`config.mk`:
```
export PLATFORM = sky130hd
export DESIGN_NAME = dcache_sram_rd_ctrl
export DESIGN_NICKNAME = d
export VERILOG_FILES = /design/src/rtl/dcache_pkg.sv /design/src/rtl/dcache_rd_skid.sv /design/src/rtl/dcache_sram_rd_ctrl.sv
export SDC_FILE = /design/constraint.sdc
export NUM_CORES = 1
export LEC_CHECK = 0
export ABC_AREA = 1
export CELL_PAD_IN_SITES_DETAIL_PLACEMENT = 2
export CELL_PAD_IN_SITES_GLOBAL_PLACEMENT = 2
export CORE_ASPECT_RATIO = 1.4
export CORE_UTILIZATION = 28
export DETAILED_ROUTE_END_ITERATION = 16
export PLACE_DENSITY = 0.95
export SLEW_MARGIN = 10
export SYNTH_ARGS = -nofsm -noshare
export SYNTH_HDL_FRONTEND = slang
export SYNTH_HIERARCHICAL = 1
export SYNTH_SLANG_ARGS = --single-unit
export TNS_END_PERCENT = 20
```
`constraint.sdc`:
```
create_clock -name rd_clk -period 7.4 [get_ports rd_clk]
set_input_delay 1.48 -clock rd_clk [delete_from_list [all_inputs] [get_ports rd_clk]]
set_output_delay 1.48 -clock rd_clk [all_outputs]
set_load 0.05 [all_outputs]
```
`src/rtl/dcache_pkg.sv`:
```
// Shared types, widths and the byte-merge helper for the data-cache SRAM read path.
package dcache_pkg;

  localparam int DCACHE_ADDR_W = 9;
  localparam int DCACHE_DATA_W = 32;
  localparam int DCACHE_BE_W   = DCACHE_DATA_W / 8;

  typedef logic [DCACHE_ADDR_W-1:0] dcache_addr_t;
  typedef logic [DCACHE_DATA_W-1:0] dcache_data_t;
  typedef logic [DCACHE_BE_W-1:0]   dcache_be_t;

  // Byte i comes from wr_word when be[i] is set, otherwise from rd_word.
  function automatic dcache_data_t dcache_byte_merge(dcache_data_t rd_word,
                                                     dcache_data_t wr_word,
                                                     dcache_be_t   be);
    dcache_data_t merged;
    merged = rd_word;
    for (int i = 0; i < DCACHE_BE_W; i++) begin
      if (be[i]) merged[8*i +: 8] = wr_word[8*i +: 8];
    end
    return merged;
  endfunction

endpackage

```
`src/rtl/dcache_rd_skid.sv`:
```
// Two-entry response FIFO holding returned SRAM words while the consumer stalls.
module dcache_rd_skid #(
  parameter int DATA_WIDTH = 32
) (
  input  logic                  clk,
  input  logic                  rst,
  input  logic                  push,
  input  logic [DATA_WIDTH-1:0] push_data,
  input  logic                  pop,
  output logic [DATA_WIDTH-1:0] head,
  output logic                  empty,
  output logic [1:0]            count
);

  logic [DATA_WIDTH-1:0] mem [2];
  logic                  wr_ptr;
  logic                  rd_ptr;

  // Storage carries no reset; occupancy is tracked by count alone.
  always_ff @(posedge clk) begin
    if (push) mem[wr_ptr] <= push_data;
  end

  always_ff @(posedge clk or posedge rst) begin
    if (rst) begin
      wr_ptr <= 1'b0;
      rd_ptr <= 1'b0;
      count  <= 2'd0;
    end else begin
      if (push) wr_ptr <= ~wr_ptr;
      if (pop)  rd_ptr <= ~rd_ptr;
      case ({push, pop})
        2'b10:   count <= count + 2'd1;
        2'b01:   count <= count - 2'd1;
        default: count <= count;
      endcase
    end
  end

  assign head  = mem[rd_ptr];
  assign empty = (count == 2'd0);

endmodule

```
`src/rtl/dcache_sram_rd_ctrl.sv`:
```
// Data-cache SRAM read-port controller: request handshake, 1-cycle read return, skid-buffered responses.
// Define DCACHE_RD_FWD_EN to compile in read-during-write forwarding from the snooped write port.
module dcache_sram_rd_ctrl
  import dcache_pkg::*;
#(
  parameter int ADDR_WIDTH = DCACHE_ADDR_W,
  parameter int DATA_WIDTH = DCACHE_DATA_W,
  parameter int BE_WIDTH   = DCACHE_BE_W
) (
  input  logic                  rd_clk,
  input  logic                  rd_rst,
  input  logic                  req_valid,
  output logic                  req_ready,
  input  logic [ADDR_WIDTH-1:0] req_addr,
  output logic                  rsp_valid,
  input  logic                  rsp_ready,
  output logic [DATA_WIDTH-1:0] rsp_data,
  output logic [ADDR_WIDTH-1:0] sram_rd_addr,
  input  logic [DATA_WIDTH-1:0] sram_rd_data,
  input  logic                  snp_wr_en,
  input  logic [ADDR_WIDTH-1:0] snp_wr_addr,
  input  logic [DATA_WIDTH-1:0] snp_wr_data,
  input  logic [BE_WIDTH-1:0]   snp_wr_be
);

  logic [1:0]            cnt;
  logic                  inflight;
  logic                  accept;
  logic                  rsp_hs;
  logic [DATA_WIDTH-1:0] ret_data;
  logic                  fifo_push;
  logic                  fifo_pop;
  logic                  fifo_empty;
  logic [DATA_WIDTH-1:0] fifo_head;
  logic [1:0]            fifo_count;

  assign sram_rd_addr = req_addr;

  // cnt covers buffered words plus the read in flight, so a full buffer can never be overrun.
  assign req_ready = (cnt != 2'd2);
  assign accept    = req_valid && req_ready;
  assign rsp_valid = inflight || !fifo_empty;
  assign rsp_hs    = rsp_valid && rsp_ready;

  // Returned word bypasses only when nothing is queued ahead of it and it is taken now.
  assign fifo_push = inflight && !(fifo_empty && rsp_ready);
  assign fifo_pop  = !fifo_empty && rsp_ready;

  always_comb begin
    rsp_data = '0;
    if (!fifo_empty)   rsp_data = fifo_head;
    else if (inflight) rsp_data = ret_data;
  end

  always_ff @(posedge rd_clk or posedge rd_rst) begin
    if (rd_rst) begin
      cnt      <= 2'd0;
      inflight <= 1'b0;
    end else begin
      inflight <= accept;
      case ({accept, rsp_hs})
        2'b10:   cnt <= cnt + 2'd1;
        2'b01:   cnt <= cnt - 2'd1;
        default: cnt <= cnt;
      endcase
    end
  end

`ifdef DCACHE_RD_FWD_EN
  logic [DATA_WIDTH-1:0] fwd_data;
  logic [BE_WIDTH-1:0]   fwd_be;

  // Capture a write landing on the accepted address; the SRAM returns pre-write data for it.
  always_ff @(posedge rd_clk or posedge rd_rst) begin
    if (rd_rst) begin
      fwd_data <= '0;
      fwd_be   <= '0;
    end else if (accept) begin
      if (snp_wr_en && (snp_wr_addr == req_addr)) begin
        fwd_data <= snp_wr_data;
        fwd_be   <= snp_wr_be;
      end else begin
        fwd_be   <= '0;
      end
    end
  end

  assign ret_data = dcache_byte_merge(sram_rd_data, fwd_data, fwd_be);
`else
  logic unused_snp;

  assign ret_data   = sram_rd_data;
  assign unused_snp = ^{snp_wr_en, snp_wr_addr, snp_wr_data, snp_wr_be};
`endif

  logic unused_fifo_count;
  assign unused_fifo_count = ^fifo_count;

  dcache_rd_skid #(
    .DATA_WIDTH (DATA_WIDTH)
  ) u_skid (
    .clk       (rd_clk),
    .rst       (rd_rst),
    .push      (fifo_push),
    .push_data (ret_data),
    .pop       (fifo_pop),
    .head      (fifo_head),
    .empty     (fifo_empty),
    .count     (fifo_count)
  );

endmodule

```
# --- After elaboration in Yosys (flattened, before gate mapping) ---
# Memories as Yosys holds them, arrays and structs flattened.
# Index checks and enable logic that the tools add are counted.
word_totals:
  reg_bits: 7
  ramBits: 64
  output_inout_bits: 43
  wordCells: 34
  mem_count: 1
mem_list:
  columns: ["memory", "words", "width", "read_ports", "rd_ports_with_merged_regs", "wr", "line_no", "rtl"]
  rows:
  - ["u_skid.mem", 2, 32, 1, 0, 1, "dcache_rd_skid.sv:15", "logic [DATA_WIDTH-1:0] mem [2];"]
classes:
  add_sub_neg: 4
  n_eq_ne: 5
  n_mux: 6
  n_bitwise: 2
  reduce_logical: 11
ops:
  columns: ["op", "n"]
  rows:
  - ["32-bit two-way mux", 2]
  - ["2-bit case mux with 2 select lines", 2]
  - ["1-bit logical AND", 5]
  - ["2-bit by 1-bit adder with 2-bit output (second input constant)", 2]
  - ["2-bit by 1-bit == test with 1-bit output (second input constant)", 2]
  - ["2-bit == test (second input constant)", 2]
  - ["2-bit nonzero test", 2]
  - ["2-bit by 1-bit subtractor with 2-bit output (second input constant)", 2]
  - ["1-bit zero test", 2]
  - ["2-bit zero test", 1]
  - ["1-bit two-way mux", 2]
  - ["2-bit inequality test (second input constant)", 1]
  - ["1-bit NOT", 2]
  - ["1-bit logical OR", 1]

# --- Longest topological paths before layout ---
logic_depth:
  word_depth: 6
  depth_mapped: 11

# --- Cells and area by module ---
# The synthesis kept the hierarchy.
by_module_without_submodules:
  columns: ["module", "n_inst", "cells_per_inst", "area_each_um2", "seq_area_each_um2"]
  rows:
  - ["dcache_rd_skid", 1, 191, 2701.3, 2021.9]
  - ["dcache_sram_rd_ctrl", 1, 141, 757.0, 75.1]

# --- Worst setup path before layout ---
# Ideal clock, no wire load.
synth_timing:
  path_kind: "input port to flip-flop"
  from: "input rsp_ready"
  to: "memory u_skid.mem[0][0], enable pin"
  setup_time_ns: 0.421
  arrival_time_ns: 3.153
  required_ns: 6.979
  path_slack_ns: 3.826
  stages: 3
  n_path_buf: 0
  cell_sequence: "a21oi_1 inv_1 nor2_1"
synth_between:
  elab_chain_cells: 5
synth_rtl:
  columns: ["item", "line_no", "rtl"]
  rows:
  - ["start, declared", "dcache_sram_rd_ctrl.sv:16", "input logic rsp_ready,"]
  - ["1-bit logical AND", "dcache_sram_rd_ctrl.sv:46", "assign fifo_push = inflight && !(fifo_empty && rsp_ready);"]
  - ["1-bit zero test", "dcache_sram_rd_ctrl.sv:46", null]
  - ["1-bit logical AND", "dcache_sram_rd_ctrl.sv:46", null]
  - ["1-bit two-way mux", "dcache_rd_skid.sv:21", "if (push) mem[wr_ptr] <= push_data;"]
  - ["1-bit two-way mux (implied by the code)", "dcache_rd_skid.sv:21", null]
  - ["end, declared", "dcache_rd_skid.sv:15", null]
# Every way passes these cells.

# --- Worst setup path in the final report ---
layout_timing:
  from: "input sram_rd_data[21]"
  to: "output rsp_data[21]"
layout_between:
  elab_chain_cells: 2
layout_rtl:
  columns: ["item", "line_no", "rtl"]
  rows:
  - ["start, declared", "dcache_sram_rd_ctrl.sv:19", "input logic [DATA_WIDTH-1:0] sram_rd_data,"]
  - ["32-bit two-way mux", "dcache_sram_rd_ctrl.sv:52", "else if (inflight) rsp_data = ret_data;"]
  - ["32-bit two-way mux", "dcache_sram_rd_ctrl.sv:51", "if (!fifo_empty) rsp_data = fifo_head;"]
  - ["end, declared", "dcache_sram_rd_ctrl.sv:17", "output logic [DATA_WIDTH-1:0] rsp_data,"]
# Every way passes these cells.

==> summary.md <==
| Metric | Value |
|---|---|
| Status | finished, final reports clean |
| Worst reg2reg path depth | 6 |
| Hold Path End | cnt[0]$_DFFE_PP0P_ |
| CTS tree | done |
| Hold WC Path Type | flop to flop |
| Final wirelength | 8.60 mm |
| Sequential Power Share | 27.9% |
| Pwr per Cell Area | 506 mW/mm^2 |
| Fin. max-slew vios | 0 |
| Worst slew pin tran | 1.05 ns |
| First-pass GRT wire length | 13.8 mm |
| Setup-failing EPs final | 0 |
| Final GP Congestion | 0.643 |
| Die height | 133 um |
| Post-Syn Area | 0.00346 mm^2 |
| Setup TNS | 0 ns |
| Port bufs | 69 |
| Yosys cell types | 18 |
| Share of layout cells above drive strength 1 | 12.4% |
| Slew HR | 29.8% |
| Critical Path End Type | output port |
| RSZ-0062 raised after global routing | no |
| Critical Path AT | 3.07 ns |
| Switching part of the total | 47.6% |
| Cts hold-fix bufs | 0 |
| Clk buf depth | 2 |
| Yosys reg bits | 71 |
| Worst R2R Start | inflight$_DFF_PP0_ |
| Ant diodes | 0 |
| Initial core utilization | 29.0% |
| Combinational Power Share | 53.3% |
| Startpoint Class | primary input |
| Post-place setup slack | 2.83 ns |
| GRT Overall Usage | 14.7% |
| Mapped Cells | 332 |
| Switching power total | 1.07 mW |
| Hold Worst Slack | 0.502 ns |
| Skew-Pair Late Insertion Delay | 0.33 ns |
| H-tree depth | 3 |
| GR Overflow Total | 0 |
| Clk_skew | 0.00670 ns |
| Die area | 0.0128 mm^2 |
| Vias/cell | 4.62 |
| Number of global-route vias before repair | 2807 |
| Tcrit/Tclk final | 61.5% |
| FP Rows | 47 |
| Core area | 0.0119 mm^2 |
| DR iter-0 viols | 75 |
| Area Growth Syn to Fin | 28.8% |
| Yosys warns | 6 |
| Initial antenna violation count | 0 |
| Post-DP HPWL | 6.04 mm |
| Area leader, netlist | edfxtp_1 |
| Final worst path period need | 4.55 ns |
| Clock Sinks | 71 |
| # IOs | 134 |
| Reg-to-reg slack, setup | 4.56 ns |
| Data required time of the critical path | 5.92 ns |
| Syn_nets | 425 |
| Synth area leaders | edfxtp_1 (56%), inv_1 (8.6%), o21ai_2 (6.8%) |
| Leak | 1.80 nW |
| Crit path max fanout | 3 |
| Largest net degree at the start of global routing | 38 |
| Final Hold Viols | 0 |
| Residual DRC count | 0 |
| Max VDD drop | 0.000197 V |
| Via count | 2499 |
| Top cell type's share of synthesized area | 55.6% |
| PnR worst setup slack | 2.85 ns |
| Post-synthesis sequential area ratio | 60.6% |
| Post-cts sizing count | 0 |
| Cts bufs inserted | 9 |
| Critical Setup Path Class | primary input to output port |
| Postcts setup bufs | 0 |
| ANT nets after route | 0 |
| Final Net Count | 482 |
| R2R Path End | u_skid/mem[1][31]$_DFFE_PP_ |
| Clock transition at path regs | 0.06 ns |
| Max-Cap Viols | 0 |
| DRT Pass-1 Iters | 4 |
| Worst hold start | cnt[0]$_DFFE_PP0P_ |
| CTS Root Cell | clkbuf_16 |
| Chip width | 95.9 um |
| Clk pwr share | 18.8% |
| Syn Area/Cell | 10.4 um^2 |
| Internal | 1.18 mW |
| Wirelength per Cell | 15.9 um |
| Min-Delay Path Depth | 1 |
| FMAX | 0.220 GHz |
## flip-flops by register name (all words and copies together) (netlist names)
name and count:
cnt 2, u_skid/wr_ptr 1, inflight 1, u_skid/mem 64, u_skid/count 2, u_skid/rd_ptr 1
## layer usage
metal / part of all wire, % / track usage (%)
met5: 0 / 0
met4: 1.3 / 6.22
met3: 2.6 / 2.74
met2: 59 / 27.7
met1: 37 / 15.4
## per-stage QoR
| stage | utilization [%] | instances | power (mW) | cell area (um^2) |
|---|---|---|---|---|
| after floorplan | - | 332 | 1.51 | 3460 |
| after global placement | 34.9 | 525 | 1.81 | 4170 |
| after detailed placement | 34.9 | 525 | 1.86 | 4170 |
| after CTS | 37.3 | 541 | 2.29 | 4460 |
| after global routing | 37.3 | 541 | 2.38 | 4460 |
| final | 37.3 | 541 | 2.26 | 4460 |
## cell usage after synthesis
cell / number
o21ai_0: 31
o21ai_2: 27
buf_2: 6
nand3_1: 34
xor2_1: 2
ha_1: 2
dfrtp_1: 7
o21ai_1: 6
nor2_1: 3
nand4_1: 2
clkbuf_1: 2
xnor2_1: 2
buf_6: 9
nand2_1: 44
inv_1: 79
a21oi_1: 2
edfxtp_1: 64
buf_4: 10
## power groups by stage
stage                     Sequential, mW  Clock [mW]  Combinational (mW)
after floorplan                    0.588           0               0.926
after global placement             0.628           0                1.18
after detailed placement           0.641           0                1.22
after CTS                          0.633       0.435                1.23
after global routing               0.644       0.448                1.29
final                              0.629       0.424                1.20
## layout by cell type, fill, tap and decap left out
| cell | synthesis | routed |
|---|---|---|
| xor2_1 | 2 | 2 |
| clkinvlp_4 | 0 | 1 |
| nor2_4 | 0 | 2 |
| nand4_1 | 2 | 2 |
| edfxtp_1 | 64 | 64 |
| bufinv_16 | 0 | 1 |
| dfrtp_1 | 7 | 6 |
| nand2_1 | 44 | 44 |
| buf_4 | 10 | 4 |
| clkinv_2 | 0 | 3 |
| a21oi_1 | 2 | 2 |
| dfrtp_2 | 0 | 1 |
| inv_1 | 79 | 79 |
| ha_1 | 2 | 2 |
| xnor2_1 | 2 | 2 |
| nor2_1 | 3 | 1 |
| clkinv_4 | 0 | 1 |
| o21ai_2 | 27 | 27 |
| clkbuf_1 | 2 | 1 |
| nand3_1 | 34 | 34 |
| clkdlybuf4s50_1 | 0 | 69 |
| o21ai_0 | 31 | 31 |
| clkbuf_16 | 0 | 9 |
| o21ai_1 | 6 | 6 |
## cell type report
cell class                 instances  area, um^2
sequential                        71        2100
clock inverter                     6        61.3
multi-input combinational        155         866
inverter                          79         297
fill                            1294        7480
timing repair buffer              73         721
clock buffer                      10         229
tap                              147         184
## worst max-delay path: stages
cell and delay (ns):
clkdlybuf4s50_1 0.52, nand3_1 0.09, o21ai_0 0.13, clkdlybuf4s50_1 0.85
## worst max path at each step
stage	from	to	slack [ns]	depth (start not counted)
3_3_place_gp	sram_rd_data[5]	rsp_data[5]	2.88	4
3_5_place_dp	sram_rd_data[20]	rsp_data[20]	2.83	4
5_1_grt	u_skid/rd_ptr$_DFFE_PP0P_	rsp_data[7]	2.67	6
2_1_floorplan	rsp_ready	u_skid/mem[0][0]$_DFFE_PP_	3.83	3
6_report	sram_rd_data[21]	rsp_data[21]	2.85	4
4_1_cts	sram_rd_data[20]	rsp_data[20]	2.82	4
## cell families after synthesis
logic type,after synthesis,share of synthesized area [%]
AND/OR/NAND/NOR,83,10.4
AO/OA/AOI/OAI,66,12.5
buffers and inverters,106,14.8
flip-flops,71,60.6
XOR/XNOR,4,1.01
adder cells (fa/ha/maj),2,0.723
Power figures use the tool's default switching activity.
